<file path="config.mk">
export PLATFORM = sky130hd
export DESIGN_NAME = tc_pl_bus_seq_flat
export DESIGN_NICKNAME = d
export VERILOG_FILES = /design/src/rtl/tc_pl_bus_pkg.sv /design/src/rtl/tc_pl_bus_seq_if.sv /design/src/rtl/tc_pl_bus_seq_tmo.sv /design/src/rtl/tc_pl_bus_seq.sv /design/src/flat_wrapper.sv
export SDC_FILE = /design/constraint.sdc
export NUM_CORES = 1
export LEC_CHECK = 0
export CAP_MARGIN = 20
export CORE_MARGIN = 2
export CORE_UTILIZATION = 46
export CTS_CLUSTER_SIZE = 24
export DETAILED_ROUTE_END_ITERATION = 7
export PLACE_DENSITY = 0.75
export SYNTH_ARGS = -nofsm -noshare
export SYNTH_HDL_FRONTEND = slang
export SYNTH_HIERARCHICAL = 1
export SYNTH_SLANG_ARGS = --single-unit
</file>
<file path="constraint.sdc">
create_clock -name clk -period 2 [get_ports clk]
set_input_delay 0.4 -clock clk [delete_from_list [all_inputs] [get_ports clk]]
set_output_delay 0.4 -clock clk [all_outputs]
set_load 0.05 [all_outputs]
</file>
<file path="src/rtl/tc_pl_bus_pkg.sv">
// Shared definitions for the PL bus transaction sequencer: FSM state
// encoding, sticky error codes, SPI device indices and the header word
// field layout of the TX buffer.
package tc_pl_bus_pkg;

   typedef enum logic [2:0] {
      ST_IDLE  = 3'd0,
      ST_ARM   = 3'd1,
      ST_LOAD  = 3'd2,
      ST_WREQ  = 3'd3,
      ST_DRAIN = 3'd4,
      ST_FLUSH = 3'd5
   } seq_state_t;

   localparam logic [1:0] ERR_NONE     = 2'd0;
   localparam logic [1:0] ERR_STRAY    = 2'd1;
   localparam logic [1:0] ERR_BAD_DEV  = 2'd2;
   localparam logic [1:0] ERR_UNDERRUN = 2'd3;

   localparam logic [2:0] DEV_ADC0 = 3'd0;
   localparam logic [2:0] DEV_FDA0 = 3'd1;
   localparam logic [2:0] DEV_DAC0 = 3'd2;
   localparam logic [2:0] DEV_DAC1 = 3'd3;
   localparam logic [2:0] DEV_LPL0 = 3'd4;

   localparam int HDR_FLAG_BIT = 8;
   localparam int HDR_LEN_MSB  = 7;
   localparam int HDR_LEN_LSB  = 3;
   localparam int HDR_DEV_MSB  = 2;
   localparam int HDR_DEV_LSB  = 0;

   // Frame length in bytes; the header carries length-1 so 1..32 fits in 5 bits.
   function automatic logic [5:0] hdr_len(input logic [8:0] word);
      return {1'b0, word[HDR_LEN_MSB:HDR_LEN_LSB]} + 6'd1;
   endfunction

   function automatic logic [2:0] hdr_dev(input logic [8:0] word);
      return word[HDR_DEV_MSB:HDR_DEV_LSB];
   endfunction

endpackage

</file>
<file path="src/rtl/tc_pl_bus_seq_if.sv">
// TX buffer read port and SPI engine byte handshake, bundled so the
// sequencer (master) and its peers (slave) share one connection.
interface tc_pl_bus_seq_if #(
   parameter int DW = 8,
   parameter int FW = 9
);
   logic [FW-1:0] txb_data;
   logic          txb_empty;
   logic          txb_req;
   logic          spi_tx_idle;
   logic          spi_tx_dreq;
   logic          spi_tx_valid;
   logic [DW-1:0] spi_tx_data;

   modport master (
      input  txb_data, txb_empty, spi_tx_idle, spi_tx_dreq,
      output txb_req, spi_tx_valid, spi_tx_data
   );

   modport slave (
      output txb_data, txb_empty, spi_tx_idle, spi_tx_dreq,
      input  txb_req, spi_tx_valid, spi_tx_data
   );
endinterface

</file>
<file path="src/rtl/tc_pl_bus_seq_tmo.sv">
// Starvation timer for the sequencer: counts cycles spent in a waiting
// state and flags expiry on the TMO-th consecutive cycle in that state.
module tc_pl_bus_seq_tmo #(
   parameter int TMO = 1023
) (
   input  logic clk,
   input  logic rst,
   input  logic run,
   input  logic restart,
   output logic expire
);
   localparam int CW = $clog2(TMO + 1);

   logic [CW-1:0] cnt;

   assign expire = run && (cnt == CW'(TMO - 1));

   // Count while a waiting state persists; any state change starts over.
   always_ff @(posedge clk) begin
      if (rst || !run || restart) begin
         cnt <= '0;
      end else if (!expire) begin
         cnt <= cnt + 1'b1;
      end
   end
endmodule

</file>
<file path="src/rtl/tc_pl_bus_seq.sv">
// Transaction sequencer between the FWFT TX buffer and the shared SPI
// master. Header words open a frame for one device, data words are metered
// into the SPI engine on its request pulses, and protocol faults are
// latched in a sticky error code.
// Optional build macro TC_PL_BUS_SEQ_TIMEOUT_EN adds a starvation timeout
// for the ARM/LOAD/WREQ waits (parameter TMO).
// FLUSH also ends when the buffer runs empty, so a short frame after an
// error cannot stall the sequencer waiting for words that never come.
module tc_pl_bus_seq
   import tc_pl_bus_pkg::*;
#(
   parameter int DW   = 8,
   parameter int FW   = 9,
   parameter int NDEV = 5
`ifdef TC_PL_BUS_SEQ_TIMEOUT_EN
   ,
   parameter int TMO  = 1023
`endif
) (
   input  logic              clk,
   input  logic              rst,
   tc_pl_bus_seq_if.master   bus,
   output logic [NDEV-1:0]   dev_sel,
   output logic              busy,
   output logic [1:0]        err_code,
   input  logic              err_clr
);

   seq_state_t      state_q, state_d;
   logic [2:0]      dev_q, dev_d;
   logic [5:0]      rem_q, rem_d;
   logic [NDEV-1:0] dev_sel_d;
   logic [DW-1:0]   tx_data_q, tx_data_d;
   logic            tx_valid_q, tx_valid_d;
   logic            drain_seen_q, drain_seen_d;
   logic            idle_q;
   logic            pop;
   logic [1:0]      err_new;

   logic            head_hdr;
   logic [5:0]      head_len;
   logic [2:0]      head_dev;
   logic            head_bad;
   logic            underrun;
   logic [NDEV-1:0] dev_onehot;

   assign head_hdr   = bus.txb_data[FW-1];
   assign head_len   = hdr_len(bus.txb_data);
   assign head_dev   = hdr_dev(bus.txb_data);
   assign head_bad   = (32'(head_dev) >= NDEV);
   assign dev_onehot = NDEV'(1) << dev_q;
   assign underrun   = bus.spi_tx_idle && !idle_q && (rem_q != 6'd0);

   assign bus.txb_req      = pop && !rst;
   assign bus.spi_tx_valid = tx_valid_q;
   assign bus.spi_tx_data  = tx_data_q;
   assign busy             = (state_q != ST_IDLE);

`ifdef TC_PL_BUS_SEQ_TIMEOUT_EN
   logic tmo_run;
   logic tmo_expire;

   assign tmo_run = (state_q == ST_ARM) || (state_q == ST_LOAD) || (state_q == ST_WREQ);

   tc_pl_bus_seq_tmo #(.TMO(TMO)) u_tmo (
      .clk     (clk),
      .rst     (rst),
      .run     (tmo_run),
      .restart (state_d != state_q),
      .expire  (tmo_expire)
   );
`endif

   // Next-state, buffer pop, SPI byte load and error detection.
   always_comb begin
      state_d      = state_q;
      dev_d        = dev_q;
      rem_d        = rem_q;
      dev_sel_d    = dev_sel;
      tx_data_d    = tx_data_q;
      tx_valid_d   = 1'b0;
      drain_seen_d = drain_seen_q;
      pop          = 1'b0;
      err_new      = ERR_NONE;

      case (state_q)
         ST_IDLE: begin
            if (!bus.txb_empty) begin
               pop = 1'b1;
               if (!head_hdr) begin
                  err_new = ERR_STRAY;
               end else if (head_bad) begin
                  err_new = ERR_BAD_DEV;
                  rem_d   = head_len;
                  state_d = ST_FLUSH;
               end else begin
                  dev_d   = head_dev;
                  rem_d   = head_len;
                  state_d = ST_ARM;
               end
            end
         end
         ST_ARM: begin
            if (bus.spi_tx_idle) begin
               dev_sel_d = dev_onehot;
               state_d   = ST_LOAD;
            end
         end
         ST_LOAD: begin
            if (underrun) begin
               err_new = ERR_UNDERRUN;
               state_d = ST_FLUSH;
            end else if (!bus.txb_empty) begin
               if (head_hdr) begin
                  err_new      = ERR_UNDERRUN;
                  drain_seen_d = 1'b0;
                  state_d      = ST_DRAIN;
               end else begin
                  pop        = 1'b1;
                  tx_data_d  = bus.txb_data[DW-1:0];
                  tx_valid_d = 1'b1;
                  rem_d      = rem_q - 6'd1;
                  if (rem_q == 6'd1) begin
                     drain_seen_d = 1'b0;
                     state_d      = ST_DRAIN;
                  end else begin
                     state_d = ST_WREQ;
                  end
               end
            end
         end
         ST_WREQ: begin
            if (underrun) begin
               err_new = ERR_UNDERRUN;
               state_d = ST_FLUSH;
            end else if (bus.spi_tx_dreq) begin
               state_d = ST_LOAD;
            end
         end
         ST_DRAIN: begin
            if (!bus.spi_tx_idle) begin
               drain_seen_d = 1'b1;
            end else if (drain_seen_q) begin
               dev_sel_d = '0;
               state_d   = ST_IDLE;
            end
         end
         ST_FLUSH: begin
            if (rem_q == 6'd0 || bus.txb_empty || head_hdr) begin
               dev_sel_d = '0;
               state_d   = ST_IDLE;
            end else begin
               pop   = 1'b1;
               rem_d = rem_q - 6'd1;
            end
         end
         default: begin
            dev_sel_d = '0;
            state_d   = ST_IDLE;
         end
      endcase

`ifdef TC_PL_BUS_SEQ_TIMEOUT_EN
      if (tmo_expire) begin
         pop        = 1'b0;
         tx_data_d  = tx_data_q;
         tx_valid_d = 1'b0;
         rem_d      = rem_q;
         err_new    = ERR_UNDERRUN;
         dev_sel_d  = '0;
         state_d    = ST_IDLE;
      end
`endif
   end

   // Sequencer state, frame bookkeeping and registered SPI byte strobe.
   always_ff @(posedge clk) begin
      if (rst) begin
         state_q      <= ST_IDLE;
         dev_q        <= '0;
         rem_q        <= '0;
         dev_sel      <= '0;
         tx_data_q    <= '0;
         tx_valid_q   <= 1'b0;
         drain_seen_q <= 1'b0;
         idle_q       <= 1'b1;
      end else begin
         state_q      <= state_d;
         dev_q        <= dev_d;
         rem_q        <= rem_d;
         dev_sel      <= dev_sel_d;
         tx_data_q    <= tx_data_d;
         tx_valid_q   <= tx_valid_d;
         drain_seen_q <= drain_seen_d;
         idle_q       <= bus.spi_tx_idle;
      end
   end

   // Sticky error: first error holds until cleared; a new error beats a clear.
   always_ff @(posedge clk) begin
      if (rst) begin
         err_code <= ERR_NONE;
      end else if (err_new != ERR_NONE && (err_code == ERR_NONE || err_clr)) begin
         err_code <= err_new;
      end else if (err_clr) begin
         err_code <= ERR_NONE;
      end
   end

endmodule

</file>
<file path="src/flat_wrapper.sv">
// flat-port wrapper written by rule: the top's interface ports become plain ports
module tc_pl_bus_seq_flat import tc_pl_bus_pkg::*;
#(
   parameter int DW   = 8,
   parameter int FW   = 9,
   parameter int NDEV = 5

)
  (clk, rst, dev_sel, busy, err_code, err_clr, bus_txb_data, bus_txb_empty, bus_spi_tx_idle, bus_spi_tx_dreq, bus_txb_req, bus_spi_tx_valid, bus_spi_tx_data);
  tc_pl_bus_seq_if #(.DW(DW), .FW(FW)) bus_i ();
  input  logic clk;
  input  logic rst;
  output logic [NDEV-1:0] dev_sel;
  output logic busy;
  output logic [1:0] err_code;
  input  logic err_clr;
  input wire logic [$bits(bus_i.txb_data)-1:0] bus_txb_data;
  input wire logic [$bits(bus_i.txb_empty)-1:0] bus_txb_empty;
  input wire logic [$bits(bus_i.spi_tx_idle)-1:0] bus_spi_tx_idle;
  input wire logic [$bits(bus_i.spi_tx_dreq)-1:0] bus_spi_tx_dreq;
  output wire logic [$bits(bus_i.txb_req)-1:0] bus_txb_req;
  output wire logic [$bits(bus_i.spi_tx_valid)-1:0] bus_spi_tx_valid;
  output wire logic [$bits(bus_i.spi_tx_data)-1:0] bus_spi_tx_data;
  assign bus_i.txb_data = bus_txb_data;
  assign bus_i.txb_empty = bus_txb_empty;
  assign bus_i.spi_tx_idle = bus_spi_tx_idle;
  assign bus_i.spi_tx_dreq = bus_spi_tx_dreq;
  assign bus_txb_req = bus_i.txb_req;
  assign bus_spi_tx_valid = bus_i.spi_tx_valid;
  assign bus_spi_tx_data = bus_i.spi_tx_data;
  tc_pl_bus_seq #(.DW(DW), .FW(FW), .NDEV(NDEV)) u_core (.clk(clk), .rst(rst), .bus(bus_i), .dev_sel(dev_sel), .busy(busy), .err_code(err_code), .err_clr(err_clr));
endmodule
</file>
* Yosys cells after proc, flatten, opt, wreduce, memory -nomap -nowiden *
Index checks and enable logic that the tools add are counted.

storage, ports and cells
  register bits after elaboration = 30
  latch bits = 0
  bits in writable memories = 0
  memory bits (read-only) = 0
  input bits = 15
  output and inout bits = 18
  word-level logic and storage cells = 113
  memories = 0

cells by class
  add/sub/neg operators = 2
  $mul = 0
  div/mod/pow operators = 0
  $lt $le $gt $ge = 1
  equality and inequality tests = 20
  shift-type cells = 1
  muxes and demuxes = 48
  bitwise logic cells = 6
  reduce and logical (&&, ||, !) cells = 26

operators with widths
  operator                                                                  number
  3-bit two-way mux                                                         13
  6-bit two-way mux                                                         6
  5-bit two-way mux                                                         4
  5-bit case mux with 4 select lines                                        1
  2-bit two-way mux                                                         9
  2-bit inequality test (second input constant)                             9
  3-bit case mux with 6 select lines                                        1
  6-bit case mux with 3 select lines                                        1
  1-bit two-way mux                                                         10
  5-bit AND reduction                                                       2
  3-bit by 2-bit inequality test with 1-bit output (second input constant)  3
  4-bit AND reduction                                                       2
  8-bit AND reduction                                                       1
  7-bit AND reduction                                                       1
  5-bit by 1-bit adder with 6-bit output (second input constant)            1
  3-bit by 2-bit == test with 1-bit output (second input constant)          2
  3-bit == test (second input constant)                                     2
  6-bit by 1-bit == test with 1-bit output (second input constant)          1
  6-bit logical NOT                                                         1
  1-bit NOT                                                                 6
  2-bit case mux with 3 select lines                                        1
  2-bit nonzero test                                                        3
  3-bit nonzero test                                                        2
  6-bit nonzero test                                                        1
  other kinds (14)                                                          21

* Longest topological paths before layout *
  depth after elaboration = 8
  depth in mapped cells = 8
  mapped depth without buffers = 6

* Worst setup path after synthesis *
No wires, ideal clock.

  path kind = register to output
  start point = register u_core.rem_q[5]
  end point = output port bus_txb_req
  arrival time = 2095 ps
  data required time = 1600 ps
  path slack = -495 ps
  stages on the path, launching flop included = 7
  buffers on the path = 1
  cell sequence = dfxtp_1 nor4_2 a21oi_1 nor4_1 buf_2 nor2_1 nor2_1

between the ends
  cells in the longest elaborated chain, start to end = 6
  elaborated cells between the ends (all ways) = 9
  classes of those cells = mux: 3; reduce/logical: 6

RTL lines
  what                                  RTL line              RTL
  start: declaration                    tc_pl_bus_seq.sv:31   logic [5:0] rem_q, rem_d;
  start signal: assignment              tc_pl_bus_seq.sv:190  rem_q <= rem_d;
  6-bit logical NOT                     tc_pl_bus_seq.sv:149  if (rem_q == 6'd0 || bus.txb_empty || head_hdr) begin
  1-bit logical OR (2 in series)        tc_pl_bus_seq.sv:149
  1-bit two-way mux                     tc_pl_bus_seq.sv:149
  1-bit case mux with 3 select lines *  tc_pl_bus_seq.sv:86   case (state_q)
  1-bit logical AND *                   tc_pl_bus_seq.sv:54   assign bus.txb_req = pop && !rst;
  end: declaration                      flat_wrapper.sv:21    output wire logic [$bits(bus_i.txb_req)-1:0] bus_txb_req;

Every way passes the cells marked *; elsewhere a longest branch is shown, timed or not.

* Worst setup path in the final report *
  start point = input port bus_txb_data[8]
  end point = output port bus_txb_req

between the ends
  cells in the longest elaborated chain, start to end = 5
  elaborated cells between the ends (all ways) = 7
  classes of those cells = mux: 5; reduce/logical: 2

RTL lines
  what                                  RTL line              RTL
  start: declaration                    flat_wrapper.sv:17    input wire logic [$bits(bus_i.txb_data)-1:0] bus_txb_data;
  1-bit two-way mux                     tc_pl_bus_seq.sv:114  if (head_hdr) begin
  1-bit two-way mux                     tc_pl_bus_seq.sv:113  end else if (!bus.txb_empty) begin
  1-bit two-way mux                     tc_pl_bus_seq.sv:110  if (underrun) begin
  1-bit case mux with 3 select lines *  tc_pl_bus_seq.sv:86
  1-bit logical AND *                   tc_pl_bus_seq.sv:54

Marked as above.

==> impl_metrics.toml <==
[placed_design]
pre_cts_ws_ns = -0.3700
place_inst = 294
finalWeightedCongestion = 0.8987
hpwl_um = 3012
numPortBuffers = 32

[sta]
final-setup-viol-count = 4
hold_violations = 0
clock.fmax_mhz = 464.0
post-route-period-util_pct = 107.8
slew-limit-headroom_pct = 66.45
finalWorstPathRequiredPeriod_ns = 2.155
fin_skew_ns = 0.009093
setup_ws_ns = -0.1553
tightestPinTransition_ns = 0.5017
drv_slew = 0
setup_repair_after_global_routing_missed_its_margin = "yes"

[cts]
clk_path_buf_depth = 2
worst_setup_hold_path_clk_slew_ns = 0.10
tritoncts = "yes"
insertion_delay_ns = 0.33
clock_sink_count = 30
cts_max_level = 2
root_buffer = "sky130_fd_sc_hd__clkbuf_4"
cts_buffers = 5

[synth]
synth-edff-count = 0
yosys_warnings = 6
syn-instance-count = 204
synth_largest_type_area_fraction_pct = 35.96
ys_seq_area_share_pct = 35.96
ys_async_sr_fraction_pct = 0
synth-main-ff-cell = "sky130_fd_sc_hd__dfxtp_1"
yosys-top-cells-count = "sky130_fd_sc_hd__dfxtp_1, sky130_fd_sc_hd__nor2_1, sky130_fd_sc_hd__a21oi_1"
synthMostInstantiatedCell = "sky130_fd_sc_hd__dfxtp_1"
netlist.top_cell.by_area = "sky130_fd_sc_hd__dfxtp_1"
syn-cell-area_mm2 = 0.001670
synth_cell_types = 49
leading_cell_types_by_total_area_after_synthesis = "sky130_fd_sc_hd__dfxtp_1, sky130_fd_sc_hd__mux2i_1, sky130_fd_sc_hd__nor2_1, sky130_fd_sc_hd__a21oi_1, sky130_fd_sc_hd__o21ai_0"
synthesis.area_per_instance_um2 = 8.188
postSynthRegisterBits = 30
synth.net_count = 222

[route]
route.detailed.vias_per_inst = 5.458
drtPass1Iterations = 5
drt-total-wl_um = 3966
drt_first_iter_violations = 119
routed_wire_length_per_instance_um = 12.96
drtAntennaViolNets = 0
num_vias = 1670
remaining_drc_errors = 0

[run_status]
outcome = "finished, violations left"
violations_in_the_final_reports = "negative setup slack"

[job]
timing.max_cap.violations = 0

[critical_path]
cp.required_ns = 1.60
worst_path_dominant_cell_family = "buffers and inverters"
reg2reg_setup_slack_ns = -0.05
worstPathArrival_ns = 1.76
critical_path.max_stage_delay_ns = 0.45
worstPathCellList = "clkdlybuf4s50_1 -> buf_4 -> a211o_1 -> a21oi_1 -> nor2_1 -> nor2_4 -> buf_12"
worstSetupPathType = "input pin to primary output"
critical_path.n_buffers_inverters = 3
critical-path-slowest-cell = "sky130_fd_sc_hd__clkdlybuf4s50_1"
crit_fanout = 6
worst_setup_ep_type = "primary output"
crit_path_start_kind = "input pin"

[floorplanning]
floorplan.die_area_mm2 = 0.004129
std_cell_rows = 21
core_mm2 = 0.003416
boundaryPins = 33
fp.dieW_um = 64.26
initial_core_utilization_pct = 48.90
dieHeight_um = 64.26

[power]
power_density_mw_per_mm2 = 978.6
p_leak_nw = 0.8841
ir_drop_worst_vdd_uv = 515.8

[final_layout]
filler_cell_count = 295
layoutNonFillerInstCount = 306
syn2layout_area_growth_pct = 41.12
post_route_cells_drive_above_1_share_pct = 22.69
finalCoreUtilization_pct = 69.01
number_of_antenna_diodes = 0
fin_nets = 278

[grt]
grt_antenna_before_repair = 0
gr-usage-all-layers_pct = 21.44
first_global_vias = 1630
grt_pass1_wl_um = 7058
grt_start_max_net_pins = 27
overflow = 0

[hold_path]
timing.hold.worst.class = "flip-flop to flip-flop"
metrics by stage:
| step | hold slack (ns) | setup TNS, ns | total power, W | area (µm²) |
|---|---|---|---|---|
| floorplan | 0.4385 | -0.02488 | 0.001511 | 1698 |
| global placement | 0.4424 | -2.467 | 0.001889 | 2227 |
| detailed placement | 0.4461 | -2.845 | 0.001906 | 2227 |
| CTS | 0.4608 | -0.2135 | 0.002279 | 2315 |
| global route | 0.5113 | -0.9492 | 0.002487 | 2357 |
| finish | 0.4552 | -0.2582 | 0.002307 | 2357 |
worst reg2reg max path, cell delays in order (launching register included):
cell                        delay [ns]
sky130_fd_sc_hd__dfxtp_2          0.35
sky130_fd_sc_hd__nor4_4           0.31
sky130_fd_sc_hd__buf_4            0.17
sky130_fd_sc_hd__buf_4            0.10
sky130_fd_sc_hd__a2111oi_0        0.09
sky130_fd_sc_hd__or4_4            0.45
sky130_fd_sc_hd__buf_4            0.19
sky130_fd_sc_hd__a211o_1          0.22
sky130_fd_sc_hd__a21oi_1          0.11
registers in the layout (all words and copies together) (netlist names):
name	cells
u_core/drain_seen_q	1
u_core/idle_q	1
u_core/bus.spi_tx_valid	1
u_core/err_code	2
u_core/rem_q	6
u_core/dev_q	3
u_core/bus.spi_tx_data	8
u_core/dev_sel	5
u_core/state_q	3
power by group:
part           internal, W  total [W]  switching [W]
Sequential        0.000670   0.000747      0.0000777
Clock             0.000130   0.000339       0.000210
Combinational     0.000570    0.00122       0.000650
kinds of logic after synthesis:
family | after synthesis | synth area share (%)
compound gates | 57 | 22.25
xor+xnor | 4 | 2.098
fa+ha+maj | 3 | 2.247
buf+inv | 19 | 4.719
flops | 30 | 35.96
mux | 10 | 5.993
simple gates | 81 | 26.74
metal layers:
metal	part of all wire [%]	track usage, %	vias to the layer above
li1	-	-	849
met1	50	28.01	785
met2	44	34.51	29
met3	4.0	4.577	7
met4	1.3	8.245	0
met5	0	0	-
timing repair:
item	in CTS	in global routing
hold buffers	0	0
pin swaps	5	4
gates resized for setup	5	9
setup endpoints to repair	4	10
setup buffers	3	2
path summary, 6_finish.rpt:
kind | cells past startpoint | startpoint | endpoint
setup / recovery | 7 | bus_txb_data[8] | bus_txb_req
hold / removal | 2 | u_core/dev_sel[4] | u_core/dev_sel[4]
setup reg to reg | 8 | u_core/rem_q[5] | u_core/rem_q[4]
hold reg to reg | 2 | u_core/dev_sel[4] | u_core/dev_sel[4]
layout make-up:
class | count | area, µm² | area share (%)
clock buffers | 5 | 37.54 | 1.592
well taps | 46 | 57.56 | 2.442
multi-input cells | 155 | 1052 | 44.64
repair buffers | 61 | 558.0 | 23.67
flip-flops and latches | 30 | 610.6 | 25.90
clock inverters | 2 | 15.01 | 0.6369
inverters | 7 | 26.28 | 1.115
layout by cell type, fill, tap and decap left out, drive strengths merged, types with 2 or more instances in the layout:
| master | netlist | layout |
|---|---|---|
| ha | 3 | 3 |
| o211ai | 2 | 2 |
| or3 | 5 | 5 |
| clkbuf | 6 | 5 |
| a22oi | 2 | 2 |
| inv | 7 | 7 |
| clkinvlp | 0 | 2 |
| a211o | 2 | 2 |
| nor4 | 5 | 5 |
| a21oi | 19 | 19 |
| buf | 6 | 31 |
| a2111oi | 2 | 2 |
| nand3 | 5 | 5 |
| dfxtp | 30 | 30 |
| nand2 | 8 | 8 |
| xor2 | 3 | 3 |
| nand2b | 7 | 7 |
| a211oi | 3 | 3 |
| clkdlybuf4s50 | 0 | 30 |
| or2 | 2 | 2 |
| a21o | 2 | 2 |
| nor2 | 26 | 26 |
| and2 | 2 | 2 |
| nor2b | 4 | 4 |
| nor3 | 7 | 7 |
| o21ai | 12 | 12 |
| mux2i | 10 | 10 |
| o22ai | 2 | 2 |
| nor4b | 3 | 3 |
(Power assumes the default switching activity.)
==> variant 1: new RTL, same settings <==
`NDEV` is set to 5 in 2 places; all go to 4.
--- a/src/rtl/tc_pl_bus_seq.sv
+++ b/src/rtl/tc_pl_bus_seq.sv
@@ -11,7 +11,7 @@
 #(
    parameter int DW   = 8,
    parameter int FW   = 9,
-   parameter int NDEV = 5
+   parameter int NDEV = 4
 `ifdef TC_PL_BUS_SEQ_TIMEOUT_EN
    ,
    parameter int TMO  = 1023
--- a/src/flat_wrapper.sv
+++ b/src/flat_wrapper.sv
@@ -3,7 +3,7 @@
 #(
    parameter int DW   = 8,
    parameter int FW   = 9,
-   parameter int NDEV = 5
+   parameter int NDEV = 4
 
 )
   (clk, rst, dev_sel, busy, err_code, err_clr, bus_txb_data, bus_txb_empty, bus_spi_tx_idle, bus_spi_tx_dreq, bus_txb_req, bus_spi_tx_valid, bus_spi_tx_data);
Ports: changed (resized dev_sel); port bits go from 33 to 32. No check against the original RTL was run, so the function may have changed too.
==> variant 1 against the unedited design <==
- the run still ends with setup timing left
- power is 9.5% higher
- core utilization grew 3.2 points
- largest power group unchanged
- design area increased by 4.6%
- sequential cell count is 1 lower
- highest routed layer unchanged
- synthesized area fell by 0.30%
- worst setup slack worse by 71 ps
- global-route usage up 1.9 points
- wire length up 13%
==> variant 1: results (changes against the unedited design) <==
\begin{tabular}{lr}
\hline
Metric & Value \\
\hline
\multicolumn{2}{l}{\textbf{Finish}} \\
NumNets Final & 280 (was 278) \\
Proportion of layout cells with a drive suffix above 1 & 27.4\% (was 22.7\%) \\
\multicolumn{2}{l}{\textbf{STA}} \\
Setup violations, final & 1 (was 4) \\
Worst-case headroom to the max-slew limit & 66.2\% (was 66.5\%) \\
Worst Slack Setup Final & -226 ps (was -155 ps) \\
\multicolumn{2}{l}{\textbf{Logic synthesis}} \\
Share of the yosys chip area belonging to registers & 34.9\% (was 36.0\%) \\
Total nets after synthesis & 215 (was 222) \\
Commonest cells post-synth & dfxtp\_1 (29), nor2\_1 (29), mux2i\_1 (15), a21oi\_1 (14), nand2\_1 (9) (was dfxtp\_1 (30), nor2\_1 (26), a21oi\_1 (19), o21ai\_0 (12), mux2i\_1 (10)) \\
\multicolumn{2}{l}{\textbf{Detailed routing}} \\
Sum of met2 wire segment lengths after detailed routing & 2.18 mm (was 1.76 mm) \\
Routed length on met3 & 245 um (was 160 um) \\
First DRT Iteration DRCs & 106 (was 119) \\
Number of detailed-route iterations in the first pass & 4 (was 5) \\
Count of vias placed by the detailed router & 1,761 (was 1,670) \\
\multicolumn{2}{l}{\textbf{Critical path}} \\
Maximum single-stage delay on the critical path & 350 ps (was 450 ps) \\
Capture instance of the worst register-to-register path & u\_core/state\_q[0]\$\_SDFFE\_PP0P\_ (was u\_core/rem\_q[4]\$\_SDFFE\_PP0P\_) \\
Maximum fanout count along the critical path & 2 (was 6) \\
R2R depth & 7 (was 8) \\
\multicolumn{2}{l}{\textbf{Global route}} \\
Number of global-route vias before repair & 1,721 (was 1,630) \\
GR Layer Usage met2 & 38.2\% (was 34.5\%) \\
\multicolumn{2}{l}{\textbf{Worst hold path}} \\
Launch instance of the worst min-delay path & u\_core/dev\_sel[2]\$\_SDFFE\_PP0P\_ (was u\_core/dev\_sel[4]\$\_SDFFE\_PP0P\_) \\
Hold worst-path end & u\_core/dev\_sel[2]\$\_SDFFE\_PP0P\_ (was u\_core/dev\_sel[4]\$\_SDFFE\_PP0P\_) \\
\multicolumn{2}{l}{\textbf{Power}} \\
Worst IR drop on VDD & 656 uV (was 516 uV) \\
Share of total power consumed by net switching & 37.8\% (was 40.6\%) \\
Cell leakage power & 1.04 nW (was 0.884 nW) \\
\multicolumn{2}{l}{\textbf{Run status}} \\
Violated checks & setup timing (unchanged) \\
Outcome & finished with violations (unchanged) \\
\multicolumn{2}{l}{\textbf{Placed design}} \\
Port Buffers & 31 (was 32) \\
Worst Setup Slack post-DPL & -267 ps (was -370 ps) \\
\hline
\end{tabular}
## variant 1: cell count changes after synthesis, moves of 3 or more
cell,delta
o21ai_0,-9
o41ai_1,+3
a21oi_1,-5
o311ai_0,+4
nor2_1,+3
nand2b_1,-4
buf_2,-3
o31ai_1,+3
mux2i_1,+5
## variant 1: per-stage QoR
step	hold WS (ps)	instance area (um^2)
floorplan	443	1670
global route	495	2460
CTS	468	2410
global placement	447	2270
detailed placement	453	2270
finish	463	2460
## variant 1: power groups by stage
| stage | logic [mW] | registers [mW] | clock network, mW |
|---|---|---|---|
| 2_1_floorplan | 0.657 | 0.739 | 0 |
| 3_3_place_gp | 1.16 | 0.704 | 0 |
| 3_5_place_dp | 1.17 | 0.704 | 0 |
| 4_1_cts | 1.25 | 0.694 | 0.523 |
| 5_1_grt | 1.42 | 0.707 | 0.552 |
| 6_report | 1.32 | 0.697 | 0.512 |
## variant 1: repair_timing
action	CTS	global route
hold buffers	0	0
buffers inserted	3	1
setup endpoints to repair	2	9
resized for setup	9	10
pin swaps	6	1
## variant 1: kinds of logic (layout without fill, tap and decap cells)
family | Yosys count | in the layout | share of synthesized area [%]
flip-flops | 29 | 29 | 34.9
AO/OA/AOI/OAI | 48 | 48 | 21.1
AND/OR/NAND/NOR | 81 | 81 | 26.4
adder cells (fa/ha/maj) | 3 | 3 | 2.25
buffers and inverters | 17 | 83 | 4.28
multiplexers | 15 | 15 | 9.02
XOR/XNOR | 4 | 4 | 2.10
## variant 1: cell type report
class	instances	area, um^2
Fill cell	271	951
Sequential cell	29	583
Clock inverter	2	37.5
Inverter	7	26.3
Tap cell	46	57.6
Clock buffer	6	51.3
Multi-Input combinational cell	151	1080
Timing Repair Buffer	68	628
==> variant 2: new RTL, config.mk and constraints unchanged <==
Without the edit above. Make the reset (`rst`) asynchronous in 2 clocked blocks.
--- a/src/rtl/tc_pl_bus_seq.sv
+++ b/src/rtl/tc_pl_bus_seq.sv
@@ -174,7 +174,7 @@
    end
 
    // Sequencer state, frame bookkeeping and registered SPI byte strobe.
-   always_ff @(posedge clk) begin
+   always_ff @(posedge clk or posedge rst) begin
       if (rst) begin
          state_q      <= ST_IDLE;
          dev_q        <= '0;
@@ -197,7 +197,7 @@
    end
 
    // Sticky error: first error holds until cleared; a new error beats a clear.
-   always_ff @(posedge clk) begin
+   always_ff @(posedge clk or posedge rst) begin
       if (rst) begin
          err_code <= ERR_NONE;
       end else if (err_new != ERR_NONE && (err_code == ERR_NONE || err_clr)) begin
Formal check against the unedited RTL: differs if rst is asserted again (counterexample within 4 cycles, from zero or initial values and one cycle with rst high); with rst held inactive, the same outputs for 4 cycles.
==> variant 2 against the unedited design <==
- maximum frequency shrank 11%
- synthesized area grew 1.8%
- worst setup slack got worse by 280 ps
- sequential share of layout area increased by 3.8 points
- clock skew hardly changed
- wire length is 23% higher
- sequential cell count unchanged
- the flow still finishes with violations (setup timing)
- non-clock buffer count increased by 6
- design area increased by 7.3%
- synthesized cell count shrank 16%
- cell count shrank 5.6%
- highest routed layer unchanged
- count of clock-buffer cells in the layout rose by 1
Power is not compared: it rests on default switching activity, and its combinational part moved more than twofold at a synthesized area within 25%.
==> variant 2: results (changes against the unedited design) <==
\begin{tabular}{lr}
\hline
Metric & Value \\
\hline
\multicolumn{2}{l}{\textbf{Critical path}} \\
R2R depth & 10 (was 8) \\
Capture instance of the worst register-to-register path & u\_core/rem\_q[0]\$\_DFFE\_PP0P\_ (was u\_core/rem\_q[4]\$\_SDFFE\_PP0P\_) \\
Data arrival, critical path & 2030 ps (was 1760 ps) \\
Setup slack on the worst flop-to-flop path & -140 ps (was -50 ps) \\
Startpoint of the most critical register-to-register path & u\_core/rem\_q[1]\$\_DFFE\_PP0P\_ (was u\_core/rem\_q[5]\$\_SDFFE\_PP0P\_) \\
Maximum fanout count along the critical path & 2 (was 6) \\
\multicolumn{2}{l}{\textbf{Global route}} \\
Wire length of the first global-routing pass & 7.60 mm (was 7.06 mm) \\
Maximum number of pins on one net before global-route repair & 24 (was 27) \\
Fraction of met1 tracks used by global routing & 28.5\% (was 28.0\%) \\
GRT Total Usage & 23.4\% (was 21.4\%) \\
\multicolumn{2}{l}{\textbf{Run status}} \\
Outcome & finished with violations (unchanged) \\
Violated checks & setup timing (unchanged) \\
\multicolumn{2}{l}{\textbf{Detailed routing}} \\
Detailed-route wire length on metal 1 & 1.99 mm (about the same) \\
First DRT Iteration DRCs & 125 (was 119) \\
Sum of met2 wire segment lengths after detailed routing & 2.56 mm (was 1.76 mm) \\
\multicolumn{2}{l}{\textbf{Finish}} \\
NumNets Final & 258 (was 278) \\
Layout filler cell count & 261 (was 295) \\
\multicolumn{2}{l}{\textbf{Placed design}} \\
Worst Setup Slack post-DPL & -396 ps (was -370 ps) \\
HPWL Detailed & 3.21 mm (was 3.01 mm) \\
\multicolumn{2}{l}{\textbf{STA}} \\
Setup violations, final & 16 (was 4) \\
Setup clock skew after layout & 9.53 ps (was 9.09 ps) \\
Worst Slack Setup Final & -431 ps (was -155 ps) \\
\multicolumn{2}{l}{\textbf{Logic synthesis}} \\
Synth Area in Adders & 2.21\% (was 2.25\%) \\
Distinct cells, synth & 45 (was 49) \\
\multicolumn{2}{l}{\textbf{CTS}} \\
CTS Root Buffer Type & clkbuf\_8 (was clkbuf\_4) \\
Source-to-sink clock delay at the later pin of the worst-skew pair & 290 ps (was 330 ps) \\
\multicolumn{2}{l}{\textbf{Worst hold path}} \\
Launch instance of the worst min-delay path & u\_core/dev\_sel[0]\$\_DFFE\_PP0P\_ (was u\_core/dev\_sel[4]\$\_SDFFE\_PP0P\_) \\
\hline
\end{tabular}
[variant 2: worst max-delay path by stage]
stage / start / cells after the start / endpoint / slack (ps)
after CTS: u_core/rem_q[0]$_DFFE_PP0P_ / 7 / bus_txb_req / -410
after detailed placement: bus_txb_data[8] / 5 / u_core/rem_q[0]$_DFFE_PP0P_ / -400
after global placement: bus_txb_data[8] / 5 / u_core/rem_q[0]$_DFFE_PP0P_ / -330
after floorplan: u_core/rem_q[0]$_DFFE_PP0P_ / 7 / bus_txb_req / -460
final: u_core/rem_q[1]$_DFFE_PP0P_ / 7 / bus_txb_req / -430
after global routing: u_core/rem_q[0]$_DFFE_PP0P_ / 7 / bus_txb_req / -470
[variant 2: power breakdown]
part | internal (mW) | switching, mW
Clock | 0.276 | 0.240
Combinational | 1.07 | 1.42
Sequential | 0.844 | 0.157
[variant 2: layout make-up]
type                            count  share of cell area [%]
Clock buffer                        6                    3.26
Timing Repair Buffer               67                    24.2
Sequential cell                    30                    29.7
Inverter                            8                    1.19
Multi-Input combinational cell    128                    38.8
Clock inverter                      2                   0.495
Tap cell                           48                    2.37
[variant 2: through the flow]
step,TNS [ps],area (um^2),utilization [%],power (mW),std cells
floorplan,-1230,1720,-,2.40,171
global placement,-4840,2260,62.8,3.09,270
detailed placement,-6250,2260,62.8,3.17,270
CTS,-663,2470,68.5,3.83,285
global route,-1890,2530,70.2,4.22,289
finish,-1020,2530,70.2,4.01,289
[variant 2: worst max-delay path, cell delays in order, from the launching register on]
cell and delay [ps]:
dfrtp_1 390, inv_2 80, ha_4 130, nor3b_4 220, a21oi_2 90, or4_4 450
a31oi_4 210, buf_12 160
[variant 2: timing repair]
action / in CTS / in global routing
cloned: 1 / 0
setup endpoints to repair: 19 / 24
resized for setup: 23 / 8
pin swaps: 10 / 6
buffers inserted: 6 / 6
